==> src/rtl/mdu_issue_ctrl_if.sv <==
// ----------------------------------------------------------------------------
// mdu_issue_ctrl_if
// Bundles the E-stage instruction/operand inputs, the MDU busy flag and the
// command/status outputs of the multiply/divide issue controller.
//   master : pipeline/MDU side, drives e_valid, e_md_op, e_rs, e_rt, mdu_busy
//            and observes every controller output.
//   slave  : the issue controller itself.
// ----------------------------------------------------------------------------
interface mdu_issue_ctrl_if;
    logic        e_valid;
    logic [3:0]  e_md_op;
    logic [31:0] e_rs;
    logic [31:0] e_rt;
    logic        mdu_busy;

    logic        start;
    logic [2:0]  MDUOp;
    logic        HIWE;
    logic        LOWE;
    logic [31:0] in1;
    logic [31:0] in2;
    logic        stall;
    logic        proto_err;
    logic [15:0] issue_cnt;
    logic [15:0] stall_cnt;

    modport master (
        output e_valid, e_md_op, e_rs, e_rt, mdu_busy,
        input  start, MDUOp, HIWE, LOWE, in1, in2, stall, proto_err,
               issue_cnt, stall_cnt
    );

    modport slave (
        input  e_valid, e_md_op, e_rs, e_rt, mdu_busy,
        output start, MDUOp, HIWE, LOWE, in1, in2, stall, proto_err,
               issue_cnt, stall_cnt
    );
endinterface

==> src/rtl/mdu_issue_ctrl.sv <==
// ----------------------------------------------------------------------------
// mdu_issue_ctrl
// Issues multiply/divide/HI-LO-move commands from the E stage to the MDU and
// stalls the pipeline while a multiply (5 cycles) or divide (10 cycles) is in
// flight. A shadow counter tracks the expected MDU latency independently of
// the MDU busy flag; disagreement between the two raises a sticky proto_err.
// Ports:
//   clk   : rising-edge clock
//   reset : synchronous active-high reset
//   bus   : slave modport of mdu_issue_ctrl_if (E-stage op/operands, mdu_busy
//           in; start/MDUOp/HIWE/LOWE/in1/in2, stall, proto_err and saturating
//           issue/stall statistics out)
// ----------------------------------------------------------------------------
module mdu_issue_ctrl (
    input  logic           clk,
    input  logic           reset,
    mdu_issue_ctrl_if.slave bus
);
    typedef enum logic [1:0] {
        IDLE     = 2'd0,
        MUL_WAIT = 2'd1,
        DIV_WAIT = 2'd2
    } state_e;

    state_e      state_q;
    logic [3:0]  shadow_cnt_q;
    logic        start_q;
    logic        proto_err_q;
    logic [15:0] issue_cnt_q;
    logic [15:0] stall_cnt_q;

    logic [3:0]  op;
    logic        is_mul, is_div, md_start, md_write, md_read, md_class;
    logic        stall_c, start_c, hiwe_c, lowe_c, mismatch;

    assign op       = bus.e_md_op;
    assign is_mul   = (op == 4'd1) || (op == 4'd2);
    assign is_div   = (op == 4'd3) || (op == 4'd4);
    assign md_start = is_mul || is_div;
    assign md_write = (op == 4'd5) || (op == 4'd6);
    assign md_read  = (op == 4'd7) || (op == 4'd8);
    assign md_class = md_start || md_write || md_read;

    assign stall_c = !reset && bus.e_valid && md_class &&
                     (bus.mdu_busy || (shadow_cnt_q != 4'd0));
    assign start_c = !reset && bus.e_valid && md_start && !stall_c;
    assign hiwe_c  = !reset && bus.e_valid && (op == 4'd5) && !stall_c;
    assign lowe_c  = !reset && bus.e_valid && (op == 4'd6) && !stall_c;

    always_comb begin
        bus.MDUOp = 3'b000;
        case (op)
            4'd2:    bus.MDUOp = 3'b001;
            4'd3:    bus.MDUOp = 3'b010;
            4'd4:    bus.MDUOp = 3'b011;
            default: bus.MDUOp = 3'b000;
        endcase
    end

    // The MDU must report busy right after a start, and must be idle whenever
    // the shadow FSM is idle, except in the cycle just after a start.
    assign mismatch = (start_q && !bus.mdu_busy) ||
                      ((state_q == IDLE) && !start_q && bus.mdu_busy);

    always_ff @(posedge clk) begin
        if (reset) begin
            state_q      <= IDLE;
            shadow_cnt_q <= '0;
            start_q      <= 1'b0;
            proto_err_q  <= 1'b0;
            issue_cnt_q  <= '0;
            stall_cnt_q  <= '0;
        end else begin
            start_q <= start_c;
            if (mismatch)
                proto_err_q <= 1'b1;
            if ((start_c || hiwe_c || lowe_c) && (issue_cnt_q != 16'hFFFF))
                issue_cnt_q <= issue_cnt_q + 16'd1;
            if (stall_c && (stall_cnt_q != 16'hFFFF))
                stall_cnt_q <= stall_cnt_q + 16'd1;

            case (state_q)
                IDLE: begin
                    if (start_c) begin
                        if (is_mul) begin
                            state_q      <= MUL_WAIT;
                            shadow_cnt_q <= 4'd5;
                        end else begin
                            state_q      <= DIV_WAIT;
                            shadow_cnt_q <= 4'd10;
                        end
                    end
                end
                MUL_WAIT, DIV_WAIT: begin
                    shadow_cnt_q <= shadow_cnt_q - 4'd1;
                    if (shadow_cnt_q == 4'd1)
                        state_q <= IDLE;
                end
                default: begin
                    state_q      <= IDLE;
                    shadow_cnt_q <= '0;
                end
            endcase
        end
    end

    assign bus.start     = start_c;
    assign bus.HIWE      = hiwe_c;
    assign bus.LOWE      = lowe_c;
    assign bus.stall     = stall_c;
    assign bus.in1       = bus.e_rs;
    assign bus.in2       = bus.e_rt;
    assign bus.proto_err = proto_err_q;
    assign bus.issue_cnt = issue_cnt_q;
    assign bus.stall_cnt = stall_cnt_q;
endmodule

==> src/flat_wrapper.sv <==
// flat-port wrapper written by rule: the top's interface ports become plain ports
module mdu_issue_ctrl_flat 
  (clk, reset, bus_e_valid, bus_e_md_op, bus_e_rs, bus_e_rt, bus_mdu_busy, bus_start, bus_MDUOp, bus_HIWE, bus_LOWE, bus_in1, bus_in2, bus_stall, bus_proto_err, bus_issue_cnt, bus_stall_cnt);
  mdu_issue_ctrl_if bus_i ();
  input  logic clk;
  input  logic reset;
  input wire logic [$bits(bus_i.e_valid)-1:0] bus_e_valid;
  input wire logic [$bits(bus_i.e_md_op)-1:0] bus_e_md_op;
  input wire logic [$bits(bus_i.e_rs)-1:0] bus_e_rs;
  input wire logic [$bits(bus_i.e_rt)-1:0] bus_e_rt;
  input wire logic [$bits(bus_i.mdu_busy)-1:0] bus_mdu_busy;
  output wire logic [$bits(bus_i.start)-1:0] bus_start;
  output wire logic [$bits(bus_i.MDUOp)-1:0] bus_MDUOp;
  output wire logic [$bits(bus_i.HIWE)-1:0] bus_HIWE;
  output wire logic [$bits(bus_i.LOWE)-1:0] bus_LOWE;
  output wire logic [$bits(bus_i.in1)-1:0] bus_in1;
  output wire logic [$bits(bus_i.in2)-1:0] bus_in2;
  output wire logic [$bits(bus_i.stall)-1:0] bus_stall;
  output wire logic [$bits(bus_i.proto_err)-1:0] bus_proto_err;
  output wire logic [$bits(bus_i.issue_cnt)-1:0] bus_issue_cnt;
  output wire logic [$bits(bus_i.stall_cnt)-1:0] bus_stall_cnt;
  assign bus_i.e_valid = bus_e_valid;
  assign bus_i.e_md_op = bus_e_md_op;
  assign bus_i.e_rs = bus_e_rs;
  assign bus_i.e_rt = bus_e_rt;
  assign bus_i.mdu_busy = bus_mdu_busy;
  assign bus_start = bus_i.start;
  assign bus_MDUOp = bus_i.MDUOp;
  assign bus_HIWE = bus_i.HIWE;
  assign bus_LOWE = bus_i.LOWE;
  assign bus_in1 = bus_i.in1;
  assign bus_in2 = bus_i.in2;
  assign bus_stall = bus_i.stall;
  assign bus_proto_err = bus_i.proto_err;
  assign bus_issue_cnt = bus_i.issue_cnt;
  assign bus_stall_cnt = bus_i.stall_cnt;
  mdu_issue_ctrl u_core (.clk(clk), .reset(reset), .bus(bus_i));
endmodule
==> config.mk <==
export PLATFORM = sky130hd
export DESIGN_NAME = mdu_issue_ctrl_flat
export DESIGN_NICKNAME = d
export VERILOG_FILES = /design/src/rtl/mdu_issue_ctrl_if.sv /design/src/rtl/mdu_issue_ctrl.sv /design/src/flat_wrapper.sv
export SDC_FILE = /design/constraint.sdc
export NUM_CORES = 1
export LEC_CHECK = 0
export CAP_MARGIN = 5
export CORE_ASPECT_RATIO = 1.25
export CORE_MARGIN = 5
export CORE_UTILIZATION = 41
export CTS_BUF_LIST = sky130_fd_sc_hd__clkbuf_4
export DETAILED_ROUTE_END_ITERATION = 10
export PLACE_DENSITY = 0.89
export SLEW_MARGIN = 25
export SYNTH_ARGS = -nofsm -noshare
export SYNTH_HDL_FRONTEND = slang
export SYNTH_SLANG_ARGS = --single-unit
==> constraint.sdc <==
create_clock -name clk -period 3.44 [get_ports clk]
set_input_delay 0.688 -clock clk [delete_from_list [all_inputs] [get_ports clk]]
set_output_delay 0.688 -clock clk [all_outputs]
set_load 0.02 [all_outputs]
==> results of run 1 <==
[logic make-up (layout without fill, tap and decap cells)]
kind of cell	after synthesis	count (layout)	synth area share [%]
compound gates	28	28	7.414
xor+xnor	24	24	7.414
fa+ha+maj	6	6	2.648
buf+inv	89	75	21.84
flops	40	40	28.24
mux	6	6	2.295
other cells	1	1	0.1323
simple gates	138	138	30.01
[through the flow]
stage	setup WS (ns)	util, %	hold slack (ns)
detailed placement	0.1658	42.55	0.4786
floorplan	0.9844	-	0.4568
global placement	0.1552	42.55	0.4706
global route	0.09303	43.37	0.5307
finish	0.1753	43.37	0.4962
CTS	0.1559	43.37	0.4948
[layout by cell type (no fill, tap or decap), types with 2 or more instances in the layout]
cell type / synthesis / final
o41ai_1: 4 / 4
and4_1: 7 / 7
ha_1: 6 / 6
nand3_1: 16 / 16
buf_4: 66 / 10
xnor2_1: 23 / 23
nor4_1: 7 / 6
or3_1: 2 / 2
o311ai_0: 2 / 2
clkdlybuf4s50_1: 0 / 46
mux2i_1: 5 / 5
a31o_2: 2 / 2
nor2_1: 33 / 33
nand4_4: 2 / 2
dfxtp_1: 40 / 40
and3_1: 7 / 7
nand4_1: 7 / 7
nor2b_1: 2 / 2
clkinv_2: 0 / 2
nand2_1: 26 / 26
nor4_4: 4 / 4
inv_1: 10 / 10
or2_2: 2 / 2
nor3_1: 11 / 11
o21ai_0: 3 / 3
clkbuf_4: 0 / 5
a21oi_1: 12 / 12
[worst reg2reg max path, delay by kind of cell, from the launching register on]
family	cells	cell delay [ns]
xor gates and xnor gates	1	0.17
adders and majority gates	1	0.23
buffers and inverters	2	0.25
DFF	1	0.36
and+or+nand+nor	4	1.05
[power by group]
part           internal (mW)  switching (mW)  total, mW  leakage (nW)
sequential             0.490          0.0354      0.525         0.323
combinational          0.139           0.163      0.302         0.661
clock                 0.0787           0.156      0.234        0.0349
total                  0.707           0.354       1.06          1.02
[final cells by class]
class / count / share of cell area, %
Timing Repair Buffer: 56 / 18.03
Inverter: 11 / 1.474
Multi-Input combinational cell: 203 / 47.85
Clock inverter: 3 / 0.6318
Clock buffer: 5 / 1.264
Tap cell: 90 / 3.791
Sequential cell: 40 / 26.96
[worst max-delay path by stage]
stage | from | end | slack, ns | cells past startpoint
floorplan | bus_e_md_op[1] | bus_HIWE | 0.98 | 4
global placement | bus_e_md_op[1] | bus_HIWE | 0.16 | 6
detailed placement | bus_e_md_op[0] | bus_HIWE | 0.17 | 6
CTS | bus_e_md_op[0] | bus_HIWE | 0.16 | 6
global route | bus_e_md_op[3] | bus_LOWE | 0.09 | 6
finish | bus_e_md_op[0] | bus_HIWE | 0.18 | 6
[state kept, by name, summed over array words and instances, names as in the netlist]
register              cells
u_core.bus.issue_cnt     16
u_core.bus.proto_err      1
u_core.bus.stall_cnt     16
u_core.shadow_cnt_q       4
u_core.start_q            1
u_core.state_q            2
[per-layer routing]
| metal | track usage [%] | share of wire, % |
|---|---|---|
| met4 | 9.379 | 5.2 |
| met5 | 0 | 0 |
| met1 | 14.59 | 39 |
| met2 | 23.82 | 49 |
| met3 | 4.077 | 7.5 |
==> reports/qor.csv, run 1 <==
metric,value,unit
yosysWarnings,0,
ir_drop,0.2091,mV
hold-path-cell-count,1,
postCtsHoldBufs,0,
synth_cell_types,48,
synth_edf_count,0,
crit_arrival,2.58,ns
crit_top_cell,clkdlybuf4s50_1,
synth_most_common_cell,buf_4,
ys.flop_type,dfxtp_1,
synthArstFlopShare,0,%
placed_cell_area,0.002914,mm^2
clock_path_buffers,2,
seq_area_frac_synth,28.24,%
n_fill_cell,655,
crit_type,input port to output port,
fmax,306.3,MHz
ant_nets,0,
status,finished clean,
initial_core_util,41.40,%
min_path_type,flip-flop to flip-flop,
cp_top_family,buffers and inverters,
die_area,0.008689,mm^2
reg2reg_slack,1.28,ns
dr.pass1.iters,4,
netlist_instances,332,
grt_overflow,0,
synth-seq-cells,40,
min_period_over_period,94.90,%
dp_hpwl,4.520,mm
worstMarginPinSlew,0.4905,ns
grt_setup_unrepaired,false,
ioPinCount,176,
multi_input_area,0.001421,mm^2
cts_made_buffers,5,
p_per_area,357.4,mW/mm^2
clk_pin_slew_worst_paths,0.13,ns
synth.top_cells.by_count,"buf_4 (66), dfxtp_1 (40), nor2_1 (33)",
grt_first_pass_wirelength,9.846,mm
areaGrowthSynthToFinish,4.766,%
core-area,0.006849,mm^2
critPathCaptureType,output port,
worstPathMaxFanout,4,
power_leakage,1.019,nW
fin_worst_skew,0.01576,ns
cts_root_buf,clkbuf_4,
vias,2207,
nets,395,
first_global_vias,2127,
wl_per_cell,14.89,um
die_w,84.38,um
insertion_delay,0.34,ns
cts.repair.resized,0,
synth_top_area_share,28.24,%
die_h,103.0,um
fp-row-count,34,
startpoint_type,input port,
antenna_cells,0,
yosys.area.top_type,dfxtp_1,
synth_area,0.002835,mm^2
first_iter_violations,93,
slew_headroom,67.05,%
yosys-top-cells-area,"dfxtp_1 (28%), buf_4 (17%), xnor2_1 (7.1%)",
regArea,800.8,um^2
worst-path-buf-inv,3,
r2r-end,u_core.bus.issue_cnt[4],
htree_levels,2,
drc,0,
synth_nets,410,
min_period,3.265,ns
track_usage,13.78,%
min_to,u_core.bus.stall_cnt[7],
cp.required,2.75,ns
cp_cell_sequence,clkdlybuf4s50_1 -> or4_1 -> nand4_4 -> inv_4 -> nor2_1 -> clkdlybuf4s50_1,
numPortBuffers,46,
synth_area_per_cell,8.540,um^2
post-route-cell-area,0.002970,mm^2
final_cells,408,
routed_wl,6.074,mm
hold_viol,0,
tritoncts,built,
reg2reg_from,u_core.shadow_cnt_q[0],
finalPower,1.062,mW
max_cap_violations,0,
cpPeakStageDelay,0.61,ns
grt_max_degree,36,
placed_cells,400,
numClockSinks,40,
totalNegativeSetupSlack,0,ns
r2r_cells,8,
cts_setup_buffers,0,
hp-start,u_core.bus.stall_cnt[7],
slew_violations,0,
drive_gt1_share,12.58,%
routabilityCongestion,0.8458,
vias_per_cell,5.409,
setup_violations,0,
slowest_stage,clkdlybuf4s50_1,
antenna_found_initial,0,
(Power assumes the default switching activity.)
==> run 2: changes to the inputs <==
--- a/config.mk
+++ b/config.mk
@@ -6,7 +6,7 @@
 export NUM_CORES = 1
 export LEC_CHECK = 0
 export CAP_MARGIN = 5
-export CORE_ASPECT_RATIO = 1.25
+export CORE_ASPECT_RATIO = 0.5
 export CORE_MARGIN = 5
 export CORE_UTILIZATION = 41
 export CTS_BUF_LIST = sky130_fd_sc_hd__clkbuf_4
==> reports/qor.csv, run 2 (synthesized netlist as in run 1, its figures left out) <==
metric,value,unit,change
areaGrowthSynthToFinish,5.251,%,
max_cap_violations,0,,unchanged
reg2reg_from,u_core.shadow_cnt_q[0],,
r2r-end,u_core.bus.issue_cnt[4],,
p_per_area,378.6,mW/mm^2,+5.9%
place_ws,0.1346,ns,-0.03116 ns
die_area,0.008779,mm^2,+1.0%
placed_cells,401,,+0.25%
fp-row-count,21,,-38%
nets,394,,-0.25%
antenna_found_initial,0,,unchanged
first_iter_violations,114,,+23%
ant_nets,0,,unchanged
slew_headroom,65.50,%,-1.5 points
cts_made_buffers,5,,unchanged
insertion_delay,0.35,ns,about the same
drc,0,,unchanged
startpoint_type,input port,,
worstPathMaxFanout,4,,unchanged
clock_path_buffers,2,,unchanged
track_usage,14.58,%,+0.79 points
tritoncts,built,,
clk_pin_slew_worst_paths,0.11,ns,-0.02 ns
min_path_type,flip-flop to flip-flop,,
whs,0.4972,ns,+0.0009900 ns
grt_setup_unrepaired,false,,
grt_first_pass_wirelength,10.27,mm,+4.3%
crit_arrival,2.61,ns,+0.03 ns
vias,2189,,-0.82%
crit_type,input port to output port,,
finalPower,1.130,mW,+6.4%
n_fill_cell,653,,-0.31%
crit_start,bus_mdu_busy,,
routed_wl,6.523,mm,+7.4%
cts_root_buf,clkbuf_4,,
postCtsHoldBufs,0,,unchanged
numPortBuffers,46,,unchanged
drive_gt1_share,11.67,%,-0.91 points
final_common_cell,clkdlybuf4s50_1,,
setup_violations,0,,unchanged
power_leakage,1.020,nW,about the same
cts.repair.resized,0,,unchanged
slew_violations,0,,unchanged
final_cell_mix,"clkdlybuf4s50_1 (46), dfxtp_1 (40), nor2_1 (33)",,
worstMarginPinSlew,0.5135,ns,+0.02297 ns
antenna_cells,0,,unchanged
dp_hpwl,4.978,mm,+10%
wl_per_cell,15.95,um,+7.1%
ioPinCount,176,,unchanged
hold_viol,0,,unchanged
cts_setup_buffers,0,,unchanged
fmax,303.6,MHz,-0.88%
die_w,127.6,um,+51%
status,finished clean,,
numClockSinks,40,,unchanged
critPathCaptureType,output port,,
routabilityCongestion,0.7865,,-7.0%
fin_ws,0.1463,ns,-0.02901 ns
vias_per_cell,5.352,,-1.1%
htree_levels,2,,unchanged
min_period_over_period,95.75,%,+0.84 points
r2r_cells,8,,unchanged
cp.required,2.75,ns,about the same
dr.pass1.iters,4,,unchanged
grt_overflow,0,,unchanged
core-area,0.006700,mm^2,-2.2%
grt_max_degree,36,,unchanged
fin_worst_skew,0.01486,ns,-0.0008980 ns
totalNegativeSetupSlack,0,ns,unchanged
min_period,3.294,ns,+0.02901 ns
die_h,68.80,um,-33%
ir_drop,0.1477,mV,-29%
initial_core_util,42.32,%,+0.92 points
final_cells,409,,+0.25%
first_global_vias,2061,,-3.1%
cp-endpoint,bus_HIWE,,
reg2reg_slack,1.30,ns,+0.02 ns
run 2: critical path, cell delays in order:
cell and delay (ns):
clkdlybuf4s50_1 0.49, or4b_4 0.52, nand4_4 0.13, inv_4 0.06, nor2_1 0.11, clkdlybuf4s50_1 0.61
run 2: metal layers:
metal  global-route usage [%]  part of all wire (%)
met5                    1.176                     0
met4                    6.746                   2.1
met3                    6.538                    12
met2                    25.65                    48
met1                    15.37                    38
run 2: worst min-delay path by stage:
stage	startpoint	end	slack, ns	cells past startpoint
after global placement	u_core.shadow_cnt_q[1]	u_core.shadow_cnt_q[1]	0.47	2
after detailed placement	u_core.shadow_cnt_q[1]	u_core.shadow_cnt_q[1]	0.48	2
final	u_core.shadow_cnt_q[1]	u_core.shadow_cnt_q[1]	0.50	2
after CTS	u_core.shadow_cnt_q[1]	u_core.shadow_cnt_q[1]	0.50	2
after global routing	u_core.shadow_cnt_q[0]	u_core.shadow_cnt_q[0]	0.53	2
after floorplan	u_core.shadow_cnt_q[1]	u_core.shadow_cnt_q[1]	0.46	2
run 2: area by class of cell:
class | instances | area [um^2] | share of cell area (%)
well taps | 92 | 115.1 | 3.857
repair buffers | 55 | 528.0 | 17.69
multi-input cells | 203 | 1421 | 47.63
clock inverters | 3 | 37.54 | 1.258
clock buffers | 5 | 37.54 | 1.258
flip-flops and latches | 40 | 800.8 | 26.83
inverters | 11 | 43.79 | 1.468
run 2: through the flow:
stage                     cell area, um^2  utilization, %
final                                2984           44.54
after global routing                 2984           44.54
after CTS                            2984           44.54
after detailed placement             2909           43.42
after global placement               2909           43.42
after floorplan                      2835               -
run 2: power by group:
group / internal [mW] / switching, mW
logic: 0.139 / 0.162
registers: 0.490 / 0.0366
clock network: 0.149 / 0.155
==> RTL change 1: new RTL, config.mk and constraints of run 2 <==
Reset style: asynchronous (`reset`), changed in one clocked block. Comments in the files are not updated.
--- a/src/rtl/mdu_issue_ctrl.sv
+++ b/src/rtl/mdu_issue_ctrl.sv
@@ -62,7 +62,7 @@
     assign mismatch = (start_q && !bus.mdu_busy) ||
                       ((state_q == IDLE) && !start_q && bus.mdu_busy);
 
-    always_ff @(posedge clk) begin
+    always_ff @(posedge clk or posedge reset) begin
         if (reset) begin
             state_q      <= IDLE;
             shadow_cnt_q <= '0;
Check against the original RTL: differs if reset is asserted again (counterexample within 4 cycles, from zero or initial values and one cycle with reset high); with reset held inactive, the same outputs for 10 cycles.
==> RTL change 1 against run 2 <==
  * Sequential cell count unchanged
  * Synthesized cell count shrank 15%
  * Area after synthesis down 6.5%
  * Total power up 31%
  * Worst setup slack improved by 0.0083 ns
  * Non-clock buffer count down 6
  * Cell area fell by 5.7%
  * Routed wire length is 21% lower
  * Critical endpoint is now bus_LOWE
  * Largest cell class unchanged
  * Largest power group unchanged
  * Highest routed layer unchanged
==> RTL change 1: results (changes against run 2) <==
- Outcome: completed
- Critical Path Max Stage Delay: 0.63 ns (+0.02 ns)
- Compound-gate portion of the synthesized area: 4.91% (-2.5 points)
- Routed WL: 5.14 mm (-21%)
- Sequential element share of the synthesized area: 37.8% (+9.5 points)
- Post-synthesis adder-cell area fraction: 3.30% (+0.66 points)
- Dpl ws: 0.158 ns (+0.0233 ns)
- First-pass GRT wire length: 8.35 mm (-19%)
- Post-cts sizing count: 0 (unchanged)
- M2 GR Usage: 21.9% (-3.7 points)
- Worst slew margin: 54.6% (-11 points)
- P_leak: 1.19 nW (+17%)
- Root buffer cell: clkbuf_4
- IO Port Bufs: 46 (unchanged)
- Post-synth cell types: 41 (-15%)
- GRT Total Usage: 12.8% (-1.8 points)
- Post-synthesis xor/xnor area fraction: 9.91% (+2.5 points)
- Routability cong.: 0.786 (about the same)
- Met3 Use GR: 3.56% (-3.0 points)
- Most instantiated cells after synthesis: buf_4 (66), dfrtp_1 (40), xnor2_1 (24)
- First drt pass iteration count: 4 (unchanged)
- Clk_skew: 0.0125 ns (-0.00236 ns)
- Synth async-reset ratio: 100% (+100 points)
- Mux contribution to synthesized area: 1.27% (-1.0 points)
- Final #Nets: 347 (-12%)
- Crit Path Max Fanout: 6 (+2)
- Layout cell share with drive strength beyond 1: 7.06% (-4.6 points)
- Maximum vdd ir drop: 287 µV (+94%)
- Largest cells by area after synthesis: dfrtp_1 (38%), buf_4 (19%), xnor2_1 (7.9%), nand4_1 (4.0%), ha_1 (3.3%)
- Number of global-route vias before repair: 1,759 (-15%)
- Mapped Avg Cell Area: 9.37 µm² (+9.7%)
- DP Wirelength: 3.88 mm (-22%)
- Vias per cell: 5.00 (-6.6%)
- DRT iter0 DRCs: 64 (-44%)
- M1 GR Usage: 14.8% (-0.55 points)
-- RTL change 1: changes by cell type in the layout (fill, tap and decap cells not counted), moves of 9 or more --
cell	run 2	this run
nand2_1	26	17
dfrtp_1	0	40
nand4_1	7	17
nor2_1	33	18
dfxtp_1	40	0
-- RTL change 1: layer usage --
metal | share of wire, % | vias to the layer above
met3 | 5.9 | 19
met1 | 42 | 862
met4 | 2.1 | 0
li1 | - | 853
met2 | 50 | 51
met5 | 0 | -
-- RTL change 1: layout make-up --
cell class / count / area [µm²]
Tap cell: 88 / 110
Inverter: 14 / 52.6
Multi-Input combinational cell: 158 / 1070
Clock inverter: 2 / 35.0
Timing Repair Buffer: 49 / 495
Clock buffer: 6 / 45.0
Fill cell: 591 / 3370
Sequential cell: 40 / 1000
-- RTL change 1: power by group through the flow --
stage | Clock [mW] | Combinational [mW] | Sequential (mW)
detailed placement | 0 | 0.539 | 0.639
CTS | 0.322 | 0.542 | 0.629
global placement | 0 | 0.525 | 0.633
global route | 0.351 | 0.598 | 0.643
floorplan | 0 | 0.454 | 0.671
finish | 0.316 | 0.534 | 0.629
-- RTL change 1: final timing paths --
| path | from | endpoint | slack [ns] | cells past startpoint |
|---|---|---|---|---|
| worst max-delay path | bus_e_md_op[3] | bus_LOWE | 0.15 | 5 |
| worst min-delay path | u_core.start_q | u_core.bus.proto_err | 0.46 | 1 |
| worst max register to register | u_core.shadow_cnt_q[0] | u_core.bus.issue_cnt[1] | 1.22 | 7 |
| worst min register to register | u_core.start_q | u_core.bus.proto_err | 0.46 | 1 |
| max in group asynchronous | reset | u_core.bus.issue_cnt[2] | 2.09 | 3 |
| min in group asynchronous | reset | u_core.bus.stall_cnt[0] | 0.77 | 2 |
==> RTL change 2: new RTL, config.mk and constraints of run 2 <==
Without the edit above. Encoding of `state_e`: now one-hot (3 bits for 3 states).
--- a/src/rtl/mdu_issue_ctrl.sv
+++ b/src/rtl/mdu_issue_ctrl.sv
@@ -16,10 +16,10 @@
     input  logic           reset,
     mdu_issue_ctrl_if.slave bus
 );
-    typedef enum logic [1:0] {
-        IDLE     = 2'd0,
-        MUL_WAIT = 2'd1,
-        DIV_WAIT = 2'd2
+    typedef enum logic [2:0] {
+        IDLE     = 3'b001,
+        MUL_WAIT = 3'b010,
+        DIV_WAIT = 3'b100
     } state_e;
 
     state_e      state_q;
Behaviour: same outputs for any inputs over 10 cycles, from zero or initial values and one cycle with reset high; not proved beyond that.
==> RTL change 2 against run 2 <==
  * Cell area up 0.42%
  * Via count up 15%
  * Area after synthesis is 1.1% lower
  * Sequential share of layout area increased by 0.56 points
  * Worst setup slack improved by 0.0096 ns
  * Sequential cell count rose by 1
  * Routed wire length is 4.5% higher
  * Critical endpoint is now bus_stall
  * Largest cell class unchanged
Power is not compared: it rests on default switching activity, and its combinational part moved more than twofold at a synthesized area within 25%.
==> RTL change 2: results (changes against run 2) <==
- First-pass GRT wire length: 10.7 mm (+4.5%)
- Worst Tran Pin Value: 0.948 ns (+0.435 ns)
- Worst Setup SP: bus_mdu_busy
- Diodes inserted: 0 (unchanged)
- GRT Total Usage: 15.1% (+0.51 points)
- Delay-heaviest family, CP: buffers and inverters
- Largest net degree at the start of global routing: 40 (+11%)
- Slowest-stage cell, CP: or4b_1
- Data arrival, critical path: 2.60 ns (about the same)
- Critical R2R Launch: u_core.shadow_cnt_q[0]
- YS warnings: 0 (unchanged)
- Vias: 2,519 (+15%)
- Post-synth cell types: 44 (-8.3%)
- Die area: 8690 µm² (-0.98%)
- Root buffer cell: clkbuf_4
- Top FF cell, synth: dfxtp_1
- Routability cong.: 0.873 (+11%)
- Most instantiated cells after synthesis: buf_4 (65), dfxtp_1 (41), a21oi_1 (27)
- Layout cell share with drive strength beyond 1: 9.20% (-2.5 points)
- R2R Setup Slk: 0.59 ns (-0.71 ns)
- DRT iter0 DRCs: 156 (+37%)
- Outcome: completed
- Routed WL: 6.82 mm (+4.5%)
- CTS clk-pin slew, worst paths: 0.12 ns
- Worst hold path class: reg2reg
- GR Overflow Total: 0 (unchanged)
- Antenna violations before repair: 0 (unchanged)
- Clock latency on the worst-skew pair: 0.35 ns (about the same)
- First drt pass iteration count: 5 (+1)
- Num CTS Buffers: 5 (unchanged)
- IO Port Bufs: 46 (unchanged)
- Post-CTS Setup Bufs: 0 (unchanged)
- Number of global-route vias before repair: 2,216 (+7.5%)
- Largest cells by area after synthesis: dfxtp_1 (29%), buf_4 (17%), or4_1 (5.6%), a21oi_1 (4.8%), o31ai_1 (4.6%)
- Clk_skew: 0.0134 ns (-0.00141 ns)
- Post-synthesis net count: 423 (+3.2%)
- H-tree depth: 2 (unchanged)
- Hold_sp: u_core.bus.issue_cnt[14]
- Placed Cells: 410 (+2.2%)
- Final #Nets: 401 (+1.8%)
- CTS Buffer Depth: 2 (unchanged)
- DP Wirelength: 4.94 mm (-0.84%)
- P_leak: between 1 and 1.5 nW
- Synth async-reset ratio: 0% (unchanged)
- Sequential element share of the synthesized area: 29.3% (+1.0 points)
- Maximum vdd ir drop: 137 µV
- Vias per cell: 6.03 (+13%)
- Crit Path Max Fanout: 3 (-1)
- Critical Path Max Stage Delay: 0.55 ns (-0.06 ns)
- Mapped Avg Cell Area: 8.08 µm² (-5.4%)
==> RTL change 2: worst register-to-register path, stage by stage (launching register included) <==
cell	delay [ns]
dfxtp_1	0.36
inv_1	0.09
ha_1	0.19
or4b_1	0.52
buf_4	0.19
or4_4	0.67
nor4_1	0.37
mux2_2	0.37
==> RTL change 2: report_power, final <==
| group | switching (mW) | internal (mW) | total, mW |
|---|---|---|---|
| combinational | 0.0567 | 0.0426 | 0.0993 |
| sequential | 0.00559 | 0.480 | 0.486 |
| clock | 0.154 | 0.159 | 0.314 |
| total | 0.217 | 0.682 | 0.899 |
==> RTL change 2: timing repair <==
action | in CTS | in global routing
resized for setup | 1 | 3
hold buffers | 0 | 0
cloned | 0 | 0
setup endpoints to repair | 1 | 2
==> RTL change 2: final timing paths <==
| check | end | cells after the start |
|---|---|---|
| hold / removal | u_core.bus.issue_cnt[14] | 2 |
| hold reg to reg | u_core.bus.issue_cnt[14] | 2 |
| setup / recovery | bus_stall | 6 |
| setup reg to reg | u_core.bus.issue_cnt[13] | 7 |
==> RTL change 2: kinds of logic (layout without fill, tap and decap cells) <==
group | after synthesis | in the layout | share of synthesized area, %
AO/OA/AOI/OAI | 72 | 72 | 16.9
XOR/XNOR | 3 | 3 | 0.937
adder cells (fa/ha/maj) | 4 | 4 | 1.78
buffers and inverters | 98 | 77 | 22.2
flip-flops | 41 | 41 | 29.3
multiplexers | 6 | 6 | 2.36
other | 1 | 1 | 0.134
AND/OR/NAND/NOR | 122 | 122 | 26.4
==> RTL change 2: layout make-up <==
cell class | instances | area (µm²)
Multi-Input combinational cell | 208 | 1380
Clock inverter | 2 | 33.8
Clock buffer | 6 | 45.0
Timing Repair Buffer | 60 | 569
Inverter | 9 | 33.8
Fill cell | 646 | 3680
Tap cell | 92 | 115
Sequential cell | 41 | 821
==> RTL change 2: stage by stage <==
stage / setup WS [ns] / util (%) / cell area (µm²) / hold slack (ns)
3_5_place_dp: -0.0155 / 43.6 / 2910 / 0.484
5_1_grt: 0.0577 / 44.9 / 3000 / 0.541
4_1_cts: 0.0251 / 44.7 / 2990 / 0.502
6_report: 0.156 / 44.9 / 3000 / 0.500
3_3_place_gp: 0.00778 / 43.6 / 2910 / 0.480
2_1_floorplan: 0.165 / - / 2810 / 0.492
==> RTL change 2: metal layers <==
| metal | vias up | track usage [%] | wire [µm] |
|---|---|---|---|
| li1 | 1187 | - | - |
| met1 | 1185 | 17.1 | 2730 |
| met2 | 127 | 26.8 | 3360 |
| met3 | 20 | 4.83 | 615 |
| met4 | 0 | 6.42 | 114 |
| met5 | - | 0 | 0 |
